<file path="src/rtl/cpu_pkg.sv">
// Shared constants for cpu_core: widths, instruction field positions, opcodes
// and the default program held in the instruction ROM.
package cpu_pkg;

  localparam int unsigned IMEM_DEPTH = 32;
  localparam int unsigned PC_W       = $clog2(IMEM_DEPTH);
  localparam int unsigned REG_W      = 8;
  localparam int unsigned NREGS      = 4;
  localparam int unsigned INSTR_W    = 16;

  localparam int unsigned OP_HI  = 15;
  localparam int unsigned OP_LO  = 12;
  localparam int unsigned RD_HI  = 11;
  localparam int unsigned RD_LO  = 10;
  localparam int unsigned RS_HI  = 9;
  localparam int unsigned RS_LO  = 8;
  localparam int unsigned IMM_HI = 7;
  localparam int unsigned IMM_LO = 0;

  typedef enum logic [3:0] {
    OP_NOP  = 4'h0,
    OP_LDI  = 4'h1,
    OP_ADD  = 4'h2,
    OP_SUB  = 4'h3,
    OP_AND  = 4'h4,
    OP_OR   = 4'h5,
    OP_XOR  = 4'h6,
    OP_ADDI = 4'h7,
    OP_JMP  = 4'h8,
    OP_BEQZ = 4'h9,
    OP_BNEZ = 4'hA,
    OP_HALT = 4'hF
  } opcode_e;

  typedef enum logic {
    ST_RUN  = 1'b0,
    ST_HALT = 1'b1
  } run_state_e;

  // Only the low PROG_LEN ROM words are populated; the rest read as NOP.
  localparam int unsigned PROG_AW  = 3;
  localparam int unsigned PROG_LEN = 1 << PROG_AW;

  localparam logic [INSTR_W-1:0] PROG [PROG_LEN] = '{
    16'h1000,  // LDI  R0,00
    16'h1401,  // LDI  R1,01
    16'h1805,  // LDI  R2,05
    16'h2100,  // ADD  R0,R1
    16'h7401,  // ADDI R1,01
    16'h78FF,  // ADDI R2,FF
    16'hA803,  // BNEZ R2,03
    16'hF000   // HALT
  };

  function automatic logic [INSTR_W-1:0] rom_word(input logic [PC_W-1:0] addr);
    if (addr[PC_W-1:PROG_AW] == '0) return PROG[addr[PROG_AW-1:0]];
    return {OP_NOP, 12'h000};
  endfunction

endpackage

</file>
<file path="src/rtl/cpu_hex_to_seg7.sv">
// Hex nibble to active-low seven-segment glyph {g,f,e,d,c,b,a}.
module hex_to_seg7 (
  input  logic [3:0] nibble_i,
  output logic [6:0] seg_o
);

  always_comb begin
    seg_o = 7'h7F;
    case (nibble_i)
      4'h0: seg_o = 7'h40;
      4'h1: seg_o = 7'h79;
      4'h2: seg_o = 7'h24;
      4'h3: seg_o = 7'h30;
      4'h4: seg_o = 7'h19;
      4'h5: seg_o = 7'h12;
      4'h6: seg_o = 7'h02;
      4'h7: seg_o = 7'h78;
      4'h8: seg_o = 7'h00;
      4'h9: seg_o = 7'h10;
      4'hA: seg_o = 7'h08;
      4'hB: seg_o = 7'h03;
      4'hC: seg_o = 7'h46;
      4'hD: seg_o = 7'h21;
      4'hE: seg_o = 7'h06;
      4'hF: seg_o = 7'h0E;
      default: seg_o = 7'h7F;
    endcase
  end

endmodule

</file>
<file path="src/rtl/cpu_core.sv">
// Single-cycle 8-bit accumulator-style CPU with a multiplexed 8-digit hex display.
// Optional CPU_CLKDIV_EN: execute one instruction every 2^STEP_W clocks.
module cpu_core
  import cpu_pkg::*;
#(
  parameter int unsigned SCAN_W = 16,
  parameter int unsigned STEP_W = 4
) (
  input  logic       Clk,
  input  logic       Reset,
  output logic [6:0] out7,
  output logic [7:0] en_out
);

  logic [PC_W-1:0]  pc_q, pc_d;
  logic [REG_W-1:0] rf_q [NREGS];
  logic [REG_W-1:0] rf_d [NREGS];
  run_state_e       state_q, state_d;
  logic             halted;
  logic             step_en;

`ifdef CPU_CLKDIV_EN
  logic [STEP_W-1:0] div_q;

  always_ff @(posedge Clk) begin
    if (Reset) div_q <= '0;
    else       div_q <= div_q + 1'b1;
  end

  assign step_en = (div_q == '1);
`else
  // STEP_W only sizes the divider; any legal width steps every clock here.
  assign step_en = (STEP_W != 0);
`endif

  assign halted = (state_q == ST_HALT);

  logic [INSTR_W-1:0]     instr;
  opcode_e                op;
  logic [RD_HI-RD_LO:0]   rd;
  logic [RS_HI-RS_LO:0]   rs;
  logic [IMM_HI-IMM_LO:0] imm;

  always_comb begin
    instr   = rom_word(pc_q);
    op      = opcode_e'(instr[OP_HI:OP_LO]);
    rd      = instr[RD_HI:RD_LO];
    rs      = instr[RS_HI:RS_LO];
    imm     = instr[IMM_HI:IMM_LO];
    pc_d    = pc_q;
    state_d = state_q;
    for (int unsigned i = 0; i < NREGS; i++) rf_d[i] = rf_q[i];

    if (step_en && state_q == ST_RUN) begin
      pc_d = pc_q + 1'b1;
      case (op)
        OP_LDI:  rf_d[rd] = imm;
        OP_ADD:  rf_d[rd] = rf_q[rd] + rf_q[rs];
        OP_SUB:  rf_d[rd] = rf_q[rd] - rf_q[rs];
        OP_AND:  rf_d[rd] = rf_q[rd] & rf_q[rs];
        OP_OR:   rf_d[rd] = rf_q[rd] | rf_q[rs];
        OP_XOR:  rf_d[rd] = rf_q[rd] ^ rf_q[rs];
        OP_ADDI: rf_d[rd] = rf_q[rd] + imm;
        OP_JMP:  pc_d = imm[PC_W-1:0];
        OP_BEQZ: if (rf_q[rd] == '0) pc_d = imm[PC_W-1:0];
        OP_BNEZ: if (rf_q[rd] != '0) pc_d = imm[PC_W-1:0];
        OP_HALT: begin
          pc_d    = pc_q;
          state_d = ST_HALT;
        end
        default: ;
      endcase
    end
  end

  always_ff @(posedge Clk) begin
    if (Reset) begin
      pc_q    <= '0;
      state_q <= ST_RUN;
      for (int unsigned i = 0; i < NREGS; i++) rf_q[i] <= '0;
    end else begin
      pc_q    <= pc_d;
      state_q <= state_d;
      for (int unsigned i = 0; i < NREGS; i++) rf_q[i] <= rf_d[i];
    end
  end

  logic [SCAN_W-1:0]      scan_q;
  logic [2:0]             digit_q, digit_d;
  logic [4*NREGS*2-1:0]   word;
  logic [3:0]             nib;
  logic [6:0]             glyph;
  logic [7:0]             en_q;
  logic [6:0]             seg_q;

  assign word    = {rf_q[3], rf_q[2], rf_q[1], rf_q[0]};
  assign digit_d = (scan_q == '1) ? digit_q + 1'b1 : digit_q;
  // Enable and glyph both follow the next digit index so they switch together.
  assign nib     = word[{digit_d, 2'b00} +: 4];

  hex_to_seg7 u_seg (
    .nibble_i (nib),
    .seg_o    (glyph)
  );

  always_ff @(posedge Clk) begin
    if (Reset) begin
      scan_q  <= '0;
      digit_q <= '0;
      en_q    <= 8'hFE;
      seg_q   <= 7'h40;
    end else begin
      scan_q  <= scan_q + 1'b1;
      digit_q <= digit_d;
      en_q    <= ~(8'b1 << digit_d);
      seg_q   <= glyph;
    end
  end

  assign en_out = en_q;
  assign out7   = seg_q;

endmodule

</file>
<file path="config.mk">
export PLATFORM = sky130hd
export DESIGN_NAME = cpu_core
export DESIGN_NICKNAME = d
export VERILOG_FILES = /design/src/rtl/cpu_pkg.sv /design/src/rtl/cpu_hex_to_seg7.sv /design/src/rtl/cpu_core.sv
export SDC_FILE = /design/constraint.sdc
export NUM_CORES = 1
export LEC_CHECK = 0
export BUFFER_PORTS_ARGS = -buffer_cell sky130_fd_sc_hd__buf_2
export CAP_MARGIN = 15
export CORE_UTILIZATION = 50
export CTS_CLUSTER_DIAMETER = 40
export DETAILED_ROUTE_END_ITERATION = 8
export GPL_TIMING_DRIVEN = 0
export PLACE_DENSITY = 0.73
export SYNTH_ARGS = -nofsm -noshare
export SYNTH_HDL_FRONTEND = slang
export SYNTH_SLANG_ARGS = --single-unit
</file>
<file path="constraint.sdc">
create_clock -name Clk -period 5.1 [get_ports Clk]
set_input_delay 1.02 -clock Clk [delete_from_list [all_inputs] [get_ports Clk]]
set_output_delay 1.02 -clock Clk [all_outputs]
set_load 0.05 [all_outputs]
</file>
==> out/results.ini, run 1 <==
[cells_and_area]
design_area_sq_um = 6130
layout_commonest_cell = nor2_1
stdcell_count = 866
area_growth_pct = 8.89
num_antenna_cells = 0
most-common-layout-cells = nor2_1, dfxtp_1, nand2_1
nets = 771
drive_above_1_share_pct = 12.0
utilization_pct = 56.3

[worst_setup_path]
reg2reg_depth = 14
path_class = reg2reg
rrSetupSlack_ns = 0.31
cp-startpoint = pc_q[1]$_SDFFE_PP0P_
endpoint_kind = flop
required_ns = 5.36
critPathArrivalTime_ns = 5.05
reg2reg_from = pc_q[1]$_SDFFE_PP0P_
path_max_fanout = 12
crit_path_start_kind = flop

[power]
intPower_mw = 1.27
swShare_pct = 39.5
cellPowerDensity_nw_per_um2 = 341
p_sw_uw = 827
p_comb_share_pct = 42.3
power_leakage_nw = 2.33
p_total_mw = 2.09
vdd_drop_max_mv = 0.190
seq_power_share_pct = 31.1
clockPowerShare_pct = 26.7

[clock_network]
clk_pin_slew_ns = 0.08
cts_setup_buffers = 0
clk_path_buf_depth = 2
cts-root-buf = clkbuf_8
cts.sinks = 72
clk_latency_ns = 0.37
cts_buffers = 9
h-tree-depth = 3
cts_tree = done

[grt]
antenna_found_initial = 0
grt_usage_pct = 28.6
grt_pass1_wl_um = 26000
grt_max_degree = 13
grt_pass1_vias = 5149
grt.overflow.total = 0

[min_path]
min-delay-start = scan_q[0]$_SDFF_PP0_
min_path_type = reg2reg

[detailed_routing]
drt_iter0_drc = 584
drc = 0
drt_pass1_iterations = 5
drt_wl_total_um = 16100
antenna_left = 0
detail_route.wl_per_cell_um = 18.6
drt-vias-per-instance = 6.28
vias = 5442

[logic_synthesis]
async_flop_share_pct = 0
syn_nets = 746
netlist.top_cell.by_area = dfxtp_1
yosysSeqAreaShare_pct = 25.6
ys_ff_latch = 72
synth_top_area_share_pct = 25.6
synth_area_per_cell_sq_um = 8.09
synthCells = 696
synth-edff-count = 0
syn_area_sq_um = 5630
ys.flop_type = dfxtp_1
synthTopCellsByArea = dfxtp_1, ha_1, nor2_1, mux4_2, a211oi_1
synth_cell_types = 77
ys.warnings.count = 0

[sta]
finalSetupViolCount = 0
hold_viol_final = 0
worst_slack_ns = 0.314
holdWs_ns = 0.468
clock_skew_ns = 0.0161
max_freq_mhz = 209
finalCritPeriodShare_pct = 93.8
tightest_slew_ns = 0.985
slew_violations = 0
rsz0062_at_grt = false
final.setup.tns_ns = 0
min_period_ns = 4.79
slew_headroom_pct = 33.8

[floorplanning]
coreArea_sq_um = 10900
pin_count = 17
die_h_um = 108
start_util_pct = 51.7
die-area_sq_um = 11700
num_rows = 38
fp.dieW_um = 108

[place]
portBuffers = 16
placed_cells = 852
gp_congestion = 0.979
place_ws_ns = 0.172
place_area_sq_um = 5890
hpwl_um = 12400

[run]
maxCapViolCount = 0

[outcome]
status = completed

## per-layer routing
layer  track usage, %  vias up  share of wire, %
met3             3.44       38               7.0
met2             49.2      234                49
met5                0        -                 0
met1             34.6     2572                41
met4             15.9        0               3.2
li1                 -     2598                 -
## cells by family (layout without fill, tap and decap cells)
logic type	after synthesis	after routing	share of synthesized area, %
compound gates	182	182	21.8
simple gates	255	255	22.6
xor+xnor	26	26	4.04
fa+ha+maj	48	48	10.9
flops	72	72	25.6
mux	40	40	9.84
buf+inv	73	103	5.15
## power by group through the flow
stage          registers, mW  clock network, mW  logic (mW)
3_5_place_dp           0.661                  0       0.857
4_1_cts                0.649              0.562       0.864
3_3_place_gp           0.660                  0       0.826
5_1_grt                0.656              0.585       0.977
2_1_floorplan          0.686                  0       0.622
6_report               0.651              0.558       0.885
## cells in the mapped netlist, drive strengths merged, types with 3 or more instances
library cell / instances
and4: 3
o32ai: 4
nand4: 7
and2: 11
ha: 46
xnor2: 10
nand2: 52
o21bai: 5
mux2: 13
nor2b: 6
and3: 8
a211oi: 30
o21ai: 40
mux2i: 16
o22a: 4
a21o: 3
inv: 36
o221ai: 6
buf: 11
xor2: 16
nor3b: 5
nor2: 84
o2111ai: 3
nor3: 19
mux4: 11
or2: 4
o22ai: 3
clkbuf: 26
o211ai: 9
a21oi: 40
a22oi: 4
nand3: 35
a31oi: 5
dfxtp: 72
or3: 11
## cell type report
class / count / area (sq um)
plain buffers: 35 / 148
clock buffers: 11 / 141
clock inverters: 5 / 104
fillers: 1024 / 4760
inverters: 36 / 135
multi-input cells: 551 / 3910
flip-flops and latches: 72 / 1440
well taps: 140 / 175
repair buffers: 16 / 80.1
## worst min path at each step
stage / end / slack, ns / cells after the start
final: scan_q[0]$_SDFF_PP0_ / 0.47 / 1
after global routing: scan_q[0]$_SDFF_PP0_ / 0.51 / 1
after CTS: scan_q[0]$_SDFF_PP0_ / 0.47 / 1
after detailed placement: scan_q[0]$_SDFF_PP0_ / 0.45 / 1
after global placement: scan_q[0]$_SDFF_PP0_ / 0.44 / 1
after floorplan: scan_q[0]$_SDFF_PP0_ / 0.43 / 1
## critical path: stages, from the launching register on
cell and delay (ns):
dfxtp_1 0.57, inv_1 0.16, ha_1 0.37, mux2i_1 0.58, a211oi_1 0.14, a32oi_1 0.65
ha_1 0.38, a21oi_1 0.26, o2111ai_1 0.22, a221o_1 0.38, a21oi_1 0.19, o31ai_1 0.13
nor3_2 0.32, nor2_1 0.10, o22a_1 0.22
## timing repair
action	in CTS	in global routing
gates resized for setup	0	3
setup endpoints to repair	0	8
hold buffers	0	0
hold endpoints to repair	0	0
(Power assumes the default switching activity.)
==> run 2, diff against run 1 <==
Settings changed: MAX_ROUTING_LAYER set to met4, SYNTH_HIERARCHICAL set to 1.
==> out/results.ini, run 2 <==
[clock_network]
cts_resized = 0
cts_tree = done
cts.sinks = 72
cts_setup_buffers = 0
clk_path_buf_depth = 2
clk_pin_slew_ns = 0.07
holdBufCountCts = 0
cts_buffers = 9
cts-root-buf = clkbuf_8
h-tree-depth = 3
clk_latency_ns = 0.35

[logic_synthesis]
synth_area_per_cell_sq_um = 8.62
ys.flop_type = dfxtp_1
synth_commonest_cells = nor2_1, dfxtp_1, ha_1
synth-edff-count = 0
async_flop_share_pct = 0
synthCells = 615
ys_ff_latch = 72
synth_top_area_share_pct = 27.2
synthTopCellsByArea = dfxtp_1, ha_1, nor2_1, mux2i_1, mux4_2
synth_most_common_cell = nor2_1
netlist.top_cell.by_area = dfxtp_1
yosysSeqAreaShare_pct = 27.2
syn_nets = 666
synth_cell_types = 77
ys.warnings.count = 6
syn_area_sq_um = 5300

[power]
power_leakage_nw = 2.28
vdd_drop_max_mv = 0.252
cellPowerDensity_nw_per_um2 = 354
p_total_mw = 2.03

[cells_and_area]
most-common-layout-cells = nor2_1, dfxtp_1, ha_1
nets = 695
layout_commonest_cell = nor2_1
drive_above_1_share_pct = 13.6
area_growth_pct = 8.43
num_antenna_cells = 0
utilization_pct = 55.9

[sta]
holdWs_ns = 0.474
rsz0062_at_grt = false
max_freq_mhz = 219
final.setup.tns_ns = 0
finalCritPeriodShare_pct = 89.4
finalSetupViolCount = 0
tightest_slew_ns = 0.893
slew_headroom_pct = 40.2
clock_skew_ns = 0.00967
min_period_ns = 4.56
worst_slack_ns = 0.539
slew_violations = 0
hold_viol_final = 0

[floorplanning]
coreArea_sq_um = 10300
pin_count = 17
die-area_sq_um = 11000
num_rows = 37
start_util_pct = 51.6
die_h_um = 105
fp.dieW_um = 105

[worst_setup_path]
cp-startpoint = pc_q[1]$_SDFFE_PP0P_
required_ns = 5.30
reg2reg_from = pc_q[1]$_SDFFE_PP0P_
path_class = reg2reg
cpMaxStageDelayCell = dfxtp_1
crit_path_start_kind = flop
path_max_fanout = 10
critPathArrivalTime_ns = 4.76
max_stage_delay_ns = 0.58
crit_path_cell_trace = inv_1 > ha_1 > mux2i_2 > nor2_2 > mux2i_1 > inv_1 > ha_1 > inv_1 > fa_1 > a21oi_1 > o21a_1 > o21bai_1 > a21oi_1 > a221o_1 > a21oi_1 > a311oi_1
endpoint_kind = flop

[min_path]
min-delay-start = scan_q[0]$_SDFF_PP0_
min_path_type = reg2reg

[outcome]
status = completed

[grt]
grt_max_degree = 13
grt.overflow.total = 0
grt_pass1_vias = 4585
antenna_found_initial = 0
grt_pass1_wl_um = 23000
grt_usage_pct = 27.0

[detailed_routing]
drt_wl_total_um = 14100
antenna_left = 0
drt_iter0_drc = 399
detail_route.wl_per_cell_um = 18.0
drc = 0
drt_pass1_iterations = 5
drt-vias-per-instance = 6.14
vias = 4815

[place]
hpwl_um = 10800
place_ws_ns = 0.643
portBuffers = 16
gp_congestion = 0.943

[run]
maxCapViolCount = 0

[run 2: changes by cell type after synthesis, sizes merged, moves of 12 or more]
| cell | change |
|---|---|
| o21ai | -16 |
| nand3 | -14 |
| a21oi | -12 |
| a311oi | +13 |
| mux2i | +13 |
| a211oi | -14 |
[run 2: cell type report]
type,count,area (sq um)
flip-flops and latches,72,1440
fillers,935,4530
inverters,35,131
well taps,136,170
clock buffers,10,128
clock inverters,5,58.8
multi-input cells,479,3570
repair buffers,18,90.1
plain buffers,29,160
[run 2: kinds of logic (layout without fill, tap and decap cells)]
kind of cell | Yosys count | in the layout | share of synthesized area (%)
multiplexers | 53 | 53 | 13.1
XOR/XNOR | 24 | 24 | 3.97
AO/OA/AOI/OAI | 143 | 143 | 19.2
AND/OR/NAND/NOR | 209 | 209 | 19.0
flip-flops | 72 | 72 | 27.2
buffers and inverters | 64 | 97 | 5.50
adder cells (fa/ha/maj) | 50 | 50 | 12.0
[run 2: power by group]
group / total [mW] / leakage, nW / internal (mW) / switching [mW]
combinational: 0.938 / 1.61 / 0.354 / 0.584
sequential: 0.662 / 0.586 / 0.613 / 0.0492
clock: 0.434 / 0.0883 / 0.223 / 0.211
[run 2: metal layers]
| metal | up-vias | global-route usage [%] | part of all wire [%] |
|---|---|---|---|
| met4 | 0 | 10.4 | 2.8 |
| met2 | 203 | 44.4 | 48 |
| met3 | 37 | 3.37 | 6.0 |
| met5 | - | - | 0 |
| li1 | 2282 | - | - |
| met1 | 2293 | 33.8 | 43 |
[run 2: path summary, 6_finish.rpt]
path / to / slack [ns] / cells after the start
max: flop / 0.54 / 16
min: scan_q[0]$_SDFF_PP0_ / 0.47 / 1
max reg2reg: flop / 0.54 / 16
min reg2reg: scan_q[0]$_SDFF_PP0_ / 0.47 / 1
[run 2: worst max-delay path, delay by kind of cell (launching register included)]
kind / cells / cell delay (ns)
compound gates: 7 / 1.47
fa+ha+maj: 3 / 0.86
mux: 2 / 0.71
buf+inv: 3 / 0.37
simple gates: 1 / 0.41
flops: 1 / 0.58
[run 2: per-stage QoR]
stage	cells	instance area (sq um)
after floorplan	615	5300
after global placement	767	5550
after detailed placement	767	5550
after CTS	782	5740
after global routing	784	5750
final	784	5750
==> run 3, diff against run 2 <==
Settings changed: ABC_AREA set to 1.
==> out/results.ini, run 3 <==
[floorplanning]
fp.dieW_um = 114
pin_count = 17
die_h_um = 114
start_util_pct = 51.6
die-area_sq_um = 13000
coreArea_sq_um = 12100
num_rows = 40

[detailed_routing]
antenna_left = 0
drc = 0
drt-vias-per-instance = 5.56
detail_route.wl_per_cell_um = 15.5
drt_wl_total_um = 18200
drt_iter0_drc = 685
drt_pass1_iterations = 7
vias = 6540

[cells_and_area]
nets = 1055
design_area_sq_um = 6840
num_antenna_cells = 0
stdcell_count = 1177
most-common-layout-cells = nand2_1, inv_1, a21oi_1
drive_above_1_share_pct = 10.9
layout_commonest_cell = nand2_1
area_growth_pct = 9.41
fillers = 1255
utilization_pct = 56.5

[grt]
grt_pass1_vias = 5885
grt_usage_pct = 29.9
antenna_found_initial = 0
grt_max_degree = 14
grt_pass1_wl_um = 29400
grt.overflow.total = 0

[clock_network]
cts_resized = 0
holdBufCountCts = 0
cts_tree = done
cts_setup_buffers = 0
cts-root-buf = clkbuf_16
h-tree-depth = 3
clk_path_buf_depth = 2
clk_latency_ns = 0.34
cts_buffers = 9
cts.sinks = 72
clk_pin_slew_ns = 0.06

[outcome]
status = completed

[logic_synthesis]
ys.flop_type = dfxtp_1
yosysSeqAreaShare_pct = 23.1
synth_commonest_cells = nand2_1, inv_1, a21oi_1
synth-edff-count = 0
async_flop_share_pct = 0
synth.mux.area_fraction_pct = 0
syn_nets = 1028
synthTopCellsByArea = dfxtp_1, nand2_1, ha_1, a21oi_1, inv_1
synthCells = 977
synth_fa_ha_area_share_pct = 10.0
ys.warnings.count = 6
synth_area_per_cell_sq_um = 6.40
synth_compound_area_share_pct = 21.7
netlist.top_cell.by_area = dfxtp_1
ys_ff_latch = 72
syn_area_sq_um = 6250
synth_most_common_cell = nand2_1
synth-simple-area-share_pct = 32.3
synth_top_area_share_pct = 23.1
synth_xor_xnor_area_share_pct = 1.82
synth_cell_types = 55
synth_top_family_by_area = simple AND/OR/NAND/NOR gates

[sta]
hold_viol_final = 0
tightest_slew_ns = 0.667
slew_violations = 0
slew_headroom_pct = 55.5
final.setup.tns_ns = 0
finalSetupViolCount = 0
clock_skew_ns = 0.00912
finalCritPeriodShare_pct = 81.5
rsz0062_at_grt = false
max_freq_mhz = 240
min_period_ns = 4.16

[place]
placed_cells = 1161
gp_congestion = 0.997
portBuffers = 16
hpwl_um = 14200
place_area_sq_um = 6540

[worst_setup_path]
crit_path_cell_trace = inv_1 > ha_1 > inv_1 > nand2_1 > o211ai_4 > nand2_4 > buf_6 > o221ai_2 > inv_1 > ha_1 > inv_1 > o21ai_0 > a31oi_1 > xor2_1 > a21oi_1 > a211oi_1 > nand2_1 > o21ai_0 > a21oi_1
endpoint_kind = flop
cpMaxStageDelayCell = dfxtp_1
crit_buf_inv = 5
critPathArrivalTime_ns = 4.38
path_max_fanout = 10
crit_family = compound AO/OA/AOI/OAI gates
required_ns = 5.32
cpMostUsedCell = inv_1
path_class = reg2reg
crit_path_start_kind = flop
max_stage_delay_ns = 0.49

[power]
vdd_drop_max_mv = 0.239
power_leakage_nw = 3.10
cellPowerDensity_nw_per_um2 = 402
p_total_mw = 2.75

[min_path]
min_path_type = reg2reg

[run]
maxCapViolCount = 0

-- run 3: worst register-to-register path: stages (launching register included) --
cell and delay [ns]:
dfxtp_1 0.49, inv_1 0.16, ha_1 0.33, inv_1 0.12, nand2_1 0.10, o211ai_4 0.18
nand2_4 0.12, buf_6 0.19, o221ai_2 0.26, inv_1 0.14, ha_1 0.37, inv_1 0.21
o21ai_0 0.12, a31oi_1 0.27, xor2_1 0.35, a21oi_1 0.12, a211oi_1 0.21, nand2_1 0.13
o21ai_0 0.09, a21oi_1 0.08
-- run 3: final timing paths --
check / slack [ns] / end / cells after the start / startpoint
setup / recovery: 0.94 / flop / 19 / pc_q[0]$_SDFFE_PP0P_
hold reg to reg: 0.45 / scan_q[0]$_SDFF_PP0_ / 1 / scan_q[0]$_SDFF_PP0_
setup reg to reg: 0.94 / flop / 19 / pc_q[0]$_SDFFE_PP0P_
hold / removal: 0.45 / scan_q[0]$_SDFF_PP0_ / 1 / scan_q[0]$_SDFF_PP0_
-- run 3: cell type report --
type | instances | area, sq um | area share, %
well taps | 168 | 210 | 3.07
plain buffers | 30 | 169 | 2.47
inverters | 136 | 523 | 7.65
multi-input cells | 739 | 4120 | 60.2
clock buffers | 9 | 225 | 3.29
flip-flops and latches | 72 | 1440 | 21.1
clock inverters | 7 | 72.6 | 1.06
repair buffers | 16 | 80.1 | 1.17
-- run 3: stage by stage --
stage          hold WS, ns  setup slack, ns
3_5_place_dp         0.439             1.03
5_1_grt              0.480            0.622
6_report             0.449            0.942
4_1_cts              0.451             1.00
3_3_place_gp         0.433             1.03
2_1_floorplan        0.418             1.83
-- run 3: power breakdown --
group / total (mW) / internal (mW) / switching, mW
logic: 1.42 / 0.444 / 0.978
registers: 0.711 / 0.635 / 0.0761
clock network: 0.619 / 0.378 / 0.241
-- run 3: cell families (layout without fill, tap and decap cells) --
| kind of cell | after synthesis | in the layout |
|---|---|---|
| xor+xnor | 13 | 13 |
| compound gates | 233 | 233 |
| flops | 72 | 72 |
| fa+ha+maj | 49 | 49 |
| simple gates | 444 | 444 |
| buf+inv | 166 | 198 |
-- run 3: routing by layer --
| layer | share of wire [%] | up-vias | track usage, % | wire, um |
|---|---|---|---|---|
| li1 | - | 3248 | - | - |
| met4 | 2.9 | 0 | 11.2 | 525 |
| met5 | 0 | - | - | 0 |
| met3 | 8.7 | 45 | 5.05 | 1590 |
| met1 | 44 | 2964 | 39.3 | 8110 |
| met2 | 44 | 283 | 46.2 | 8010 |
